$ cat config.mk
export PLATFORM = sky130hd
export DESIGN_NAME = hci_mem_req_slice
export DESIGN_NICKNAME = d
export VERILOG_FILES = /design/src/rtl/hci_mem_req_slice.sv
export SDC_FILE = /design/constraint.sdc
export NUM_CORES = 1
export LEC_CHECK = 0
export BUFFER_PORTS_ARGS = -buffer_cell sky130_fd_sc_hd__buf_2
export CAP_MARGIN = 15
export CORE_ASPECT_RATIO = 2
export CORE_MARGIN = 3
export CORE_UTILIZATION = 55
export DETAILED_ROUTE_END_ITERATION = 16
export PLACE_DENSITY = 0.88
export SYNTH_ARGS = -nofsm -noshare
export SYNTH_HDL_FRONTEND = slang
export SYNTH_SLANG_ARGS = --single-unit
$ cat constraint.sdc
create_clock -name clk_i -period 3.2 [get_ports clk_i]
set_clock_uncertainty 0.05 [all_clocks]
set_input_delay 0.16 -clock clk_i [delete_from_list [all_inputs] [get_ports clk_i]]
set_output_delay 0.16 -clock clk_i [all_outputs]
set_load 0.02 [all_outputs]
$ cat src/rtl/hci_mem_req_slice.sv
// Registered request/response cut for an HCI memory port: 2-entry skid buffer on the
// request path, 1-cycle response tagging with an optional extra response register stage.
module hci_mem_req_slice #(
  parameter int unsigned AW       = 32,
  parameter int unsigned DW       = 32,
  parameter int unsigned BW       = 8,
  parameter int unsigned IW       = 8,
  parameter int unsigned UW       = 1,
  parameter int unsigned RESP_REG = 0
) (
  input  logic               clk_i,
  input  logic               rst_ni,
  input  logic               clear_i,
  output logic               busy_o,
  input  logic               slave_req_i,
  output logic               slave_gnt_o,
  input  logic [AW-1:0]      slave_add_i,
  input  logic               slave_we_n_i,
  input  logic [DW-1:0]      slave_data_i,
  input  logic [DW/BW-1:0]   slave_be_i,
  input  logic [IW-1:0]      slave_id_i,
  input  logic [UW-1:0]      slave_user_i,
  output logic [DW-1:0]      slave_r_data_o,
  output logic [IW-1:0]      slave_r_id_o,
  output logic [UW-1:0]      slave_r_user_o,
  output logic               slave_r_valid_o,
  output logic               master_req_o,
  input  logic               master_gnt_i,
  output logic [AW-1:0]      master_add_o,
  output logic               master_we_n_o,
  output logic [DW-1:0]      master_data_o,
  output logic [DW/BW-1:0]   master_be_o,
  output logic [IW-1:0]      master_id_o,
  output logic [UW-1:0]      master_user_o,
  input  logic [DW-1:0]      master_r_data_i,
  input  logic [IW-1:0]      master_r_id_i,
  input  logic [UW-1:0]      master_r_user_i
);

  localparam int unsigned BEW = DW / BW;

  typedef struct packed {
    logic [AW-1:0]  add;
    logic           we_n;
    logic [DW-1:0]  data;
    logic [BEW-1:0] be;
    logic [IW-1:0]  id;
    logic [UW-1:0]  user;
  } req_t;

  typedef enum logic [1:0] {EMPTY = 2'd0, ONE = 2'd1, TWO = 2'd2} state_e;

  state_e state_q, state_d;
  req_t   head_q, head_d, skid_q, skid_d, in_req;
  logic   gnt_q, gnt_d, req_q, req_d, busy_q, busy_d;
  logic   push, pop;
  logic   rvalid_q, rvalid_mid;

  assign in_req = '{add: slave_add_i, we_n: slave_we_n_i, data: slave_data_i,
                    be: slave_be_i, id: slave_id_i, user: slave_user_i};

  // clear_i masks both handshakes in its own cycle
  assign slave_gnt_o  = gnt_q & ~clear_i;
  assign master_req_o = req_q & ~clear_i;
  assign push         = slave_req_i & slave_gnt_o;
  assign pop          = master_req_o & master_gnt_i;

  assign master_add_o  = head_q.add;
  assign master_we_n_o = head_q.we_n;
  assign master_data_o = head_q.data;
  assign master_be_o   = head_q.be;
  assign master_id_o   = head_q.id;
  assign master_user_o = head_q.user;
  assign busy_o        = busy_q;

  always_ff @(posedge clk_i or negedge rst_ni) begin
    if (!rst_ni) begin
      state_q  <= EMPTY;
      head_q   <= '0;
      skid_q   <= '0;
      gnt_q    <= 1'b0;
      req_q    <= 1'b0;
      busy_q   <= 1'b0;
      rvalid_q <= 1'b0;
    end else begin
      state_q  <= state_d;
      head_q   <= head_d;
      skid_q   <= skid_d;
      gnt_q    <= gnt_d;
      req_q    <= req_d;
      busy_q   <= busy_d;
      rvalid_q <= pop;
    end
  end

  // Head always drives the master port; skid only fills when head is stalled
  always_comb begin
    state_d = state_q;
    head_d  = head_q;
    skid_d  = skid_q;
    unique case (state_q)
      EMPTY: begin
        if (push) begin
          head_d  = in_req;
          state_d = ONE;
        end
      end
      ONE: begin
        if (push && pop) begin
          head_d = in_req;
        end else if (push) begin
          skid_d  = in_req;
          state_d = TWO;
        end else if (pop) begin
          state_d = EMPTY;
        end
      end
      TWO: begin
        if (pop) begin
          head_d  = skid_q;
          state_d = ONE;
        end
      end
      default: state_d = EMPTY;
    endcase
    if (clear_i) state_d = EMPTY;
    gnt_d  = (state_d != TWO);
    req_d  = (state_d != EMPTY);
    busy_d = req_d | pop | rvalid_mid;
  end

  generate
    if (RESP_REG != 0) begin : g_resp_reg
      logic          rvalid2_q;
      logic [DW-1:0] r_data_q;
      logic [IW-1:0] r_id_q;
      logic [UW-1:0] r_user_q;

      // Response fields capture only on a valid beat and hold otherwise
      always_ff @(posedge clk_i or negedge rst_ni) begin
        if (!rst_ni) begin
          rvalid2_q <= 1'b0;
          r_data_q  <= '0;
          r_id_q    <= '0;
          r_user_q  <= '0;
        end else begin
          rvalid2_q <= rvalid_q;
          if (rvalid_q) begin
            r_data_q <= master_r_data_i;
            r_id_q   <= master_r_id_i;
            r_user_q <= master_r_user_i;
          end
        end
      end

      assign rvalid_mid      = rvalid_q;
      assign slave_r_valid_o = rvalid2_q;
      assign slave_r_data_o  = r_data_q;
      assign slave_r_id_o    = r_id_q;
      assign slave_r_user_o  = r_user_q;
    end else begin : g_resp_comb
      assign rvalid_mid      = 1'b0;
      assign slave_r_valid_o = rvalid_q;
      assign slave_r_data_o  = master_r_data_i;
      assign slave_r_id_o    = master_r_id_i;
      assign slave_r_user_o  = master_r_user_i;
    end
  endgenerate

endmodule

==> flow_summary.json <==
{
  "wirelength_microns": 17500,
  "crit_path_cell_trace": "nand2b_1 > nor3b_4 > buf_4 > mux2_2",
  "worst_pin_slew_ns": 0.880,
  "coreArea_sq_um": 13100,
  "hold_start": "master_gnt_i",
  "final.min_clock_period_ns": 2.24,
  "antenna_found_initial": 1,
  "cts.path.max_buffers": 2,
  "grt_pass1_wl_microns": 27500,
  "syn_nets": 615,
  "drive_gt1_frac": 0.609,
  "syn_area_sq_um": 7400,
  "avgSynthCellArea_sq_um": 15.1,
  "timing.fmax_mhz": 446,
  "slew_headroom": 0.414,
  "vias": 4778,
  "ys_warn_count": 0,
  "clk_pin_slew_ns": 0.06,
  "synth-edff-count": 0,
  "worstHoldEndpoint": "gnt_q",
  "whs_ns": 0.0467,
  "track_usage": 0.239,
  "dr.pass1.iters": 4,
  "die_h_microns": 170,
  "hold_viol_final": 0,
  "fin_nets": 820,
  "synth.most_common_cell": "mux2_2",
  "grt_pass1_vias": 5463,
  "arrival_ns": 2.48,
  "async_reset_ff_frac": 1.00,
  "period_share": 0.701,
  "power.leakage_nw": 4.26,
  "reg2reg_depth": 4,
  "cts_buffers": 17,
  "r2r_setup_slack_ns": 0.96,
  "synth-simple-area-share": 0.0213,
  "gr-total-overflow": 0,
  "first_iter_violations": 138,
  "synth_compound_area_frac": 0.00930,
  "reg2reg_to": "skid_q[67]",
  "viasPerCell": 5.54,
  "drc": 0,
  "ys_types": 28,
  "die_w_microns": 88.0,
  "grt_max_degree": 93,
  "portBuffers": 164,
  "cts_tree": "done",
  "rows": 59,
  "status": "finished clean",
  "synthMuxAreaShare": 0.356,
  "criticalPathCategory": "flop to flop",
  "post_cts_resized": 0,
  "synthCells": 491,
  "initial_core_util": 0.566,
  "holdPathStages": 3,
  "synth_top_area_cell": "dfrtp_1",
  "cp_max_fo": 65,
  "pwr_density_cell_nw_per_um2": 726,
  "drv_cap": 0,
  "seq_area_frac_synth": 0.548,
  "yosys.area.top_type_share": 0.548,
  "slowest_stage": "buf_4",
  "synth-xor-area-share": 0,
  "htreeDepth": 4,
  "synth-adder-area-share": 0,
  "synth_top_family_by_area": "multiplexers",
  "wl_per_cell_microns": 20.3,
  "synth_ff_type": "dfrtp_1",
  "worst_skew_pair.late_latency_ns": 0.40,
  "r2r-start": "state_q[1]",
  "slew_violations": 0,
  "tns_ns": 0,
  "ys_ff_latch": 162,
  "synthToLayoutAreaGrowth_pct": 27.8,
  "min_path_type": "input port to flop",
  "io_pins": 247,
  "design.die.area_sq_um": 15000,
  "max_stage_delay_ns": 0.70,
  "cp-start-kind": "flop",
  "power_mw": 6.87,
  "vdd_ir_drop_max_mv": 0.463,
  "cts_root_buf": "clkbuf_16",
  "crit_path_end_kind": "flop",
  "ant_nets": 0,
  "synth.area.top_cells": "dfrtp_1, mux2_2, buf_4, mux2_1, buf_2",
  "synth_commonest_cells": "mux2_2, dfrtp_1, buf_4",
  "cts_sinks": 162,
  "gp_congestion": 0.845,
  "crit_required_ns": 3.44,
  "finalSetupViolations": 0,
  "hpwl_microns": 10900,
  "grt_setup_unrepaired": "no"
}
==> cell usage in the layout, fill, tap and decap left out, types with 2 or more instances in the layout <==
cell and count:
buf_2 163, clkinv_2 2, inv_6 2, dlygate4sd3_1 80
clkinv_4 2, clkbuf_16 17, o21ai_0 2, mux2_2 222
inv_8 2, inv_1 2, nor2b_1 2, and3b_1 2
buf_12 2, a31oi_1 2, mux2_1 12, buf_4 6
clkbuf_8 2, nand3b_4 2, bufinv_16 3, nand2_1 2
dfrtp_1 162, clkinvlp_4 2
==> sequential cells by signal (all words and copies together), names as in the netlist <==
name             count
busy_o               1
gnt_q                1
master_add_o        32
master_be_o          4
master_data_o       32
master_id_o          8
master_user_o        1
master_we_n_o        1
req_q                1
skid_q              78
slave_r_valid_o      1
state_q              2
==> timing repair <==
item | in CTS | in global routing
buffers inserted | 0 | 0
hold buffers | 80 | 0
endpoints found under the hold margin | 169 | 0
==> routing by layer <==
metal	share of wire	global-route usage	vias up
met4	0.059	0.150	0
met5	0	0	-
li1	-	-	2120
met1	0.34	0.246	2419
met2	0.56	0.431	162
met3	0.041	0.0470	77
==> stage by stage <==
stage	setup WS [ns]	utilization	cell area, sq um	std cells
2_1_floorplan	1.38	-	7400	491
3_3_place_gp	1.06	0.615	8030	749
3_5_place_dp	0.990	0.615	8030	749
4_1_cts	0.968	0.724	9460	861
5_1_grt	0.858	0.724	9460	862
6_report	0.956	0.724	9460	862
==> worst max-delay path by stage <==
stage	from	to	slack, ns	cells after the start
6_report	state_q[1]	skid_q[67]	0.96	4
3_3_place_gp	state_q[1]	skid_q[32]	1.06	4
5_1_grt	state_q[1]	skid_q[67]	0.86	4
2_1_floorplan	state_q[0]	master_data_o[12]	1.38	5
4_1_cts	state_q[1]	skid_q[67]	0.97	4
3_5_place_dp	state_q[1]	skid_q[67]	0.99	4
==> area by class of cell <==
cell class / instances / area [sq um]
timing repair buffer: 252 / 1710
clock buffer: 19 / 453
antenna: 1 / 2.50
sequential: 162 / 4050
multi-input combinational: 261 / 2870
clock inverter: 13 / 173
inverter: 2 / 7.51
fill: 819 / 3600
tap: 152 / 190
==> power breakdown <==
| group | internal (mW) | total [mW] | switching (mW) |
|---|---|---|---|
| sequential | 2.68 | 3.03 | 0.354 |
| clock | 1.29 | 2.13 | 0.840 |
| combinational | 0.857 | 1.71 | 0.857 |
| total | 4.82 | 6.87 | 2.05 |
==> critical path: cells and delay by family, from the launching register on <==
family | cells | cell delay, ns
mux | 1 | 0.42
simple gates | 2 | 0.45
buf+inv | 1 | 0.70
flops | 1 | 0.45
==> kinds of logic after synthesis <==
| kind of cell | count (synthesis) |
|---|---|
| multiplexers | 234 |
| flip-flops | 162 |
| buffers and inverters | 68 |
| AND/OR/NAND/NOR | 19 |
| AO/OA/AOI/OAI | 8 |
Note: power is estimated with default switching activity, not from simulation.
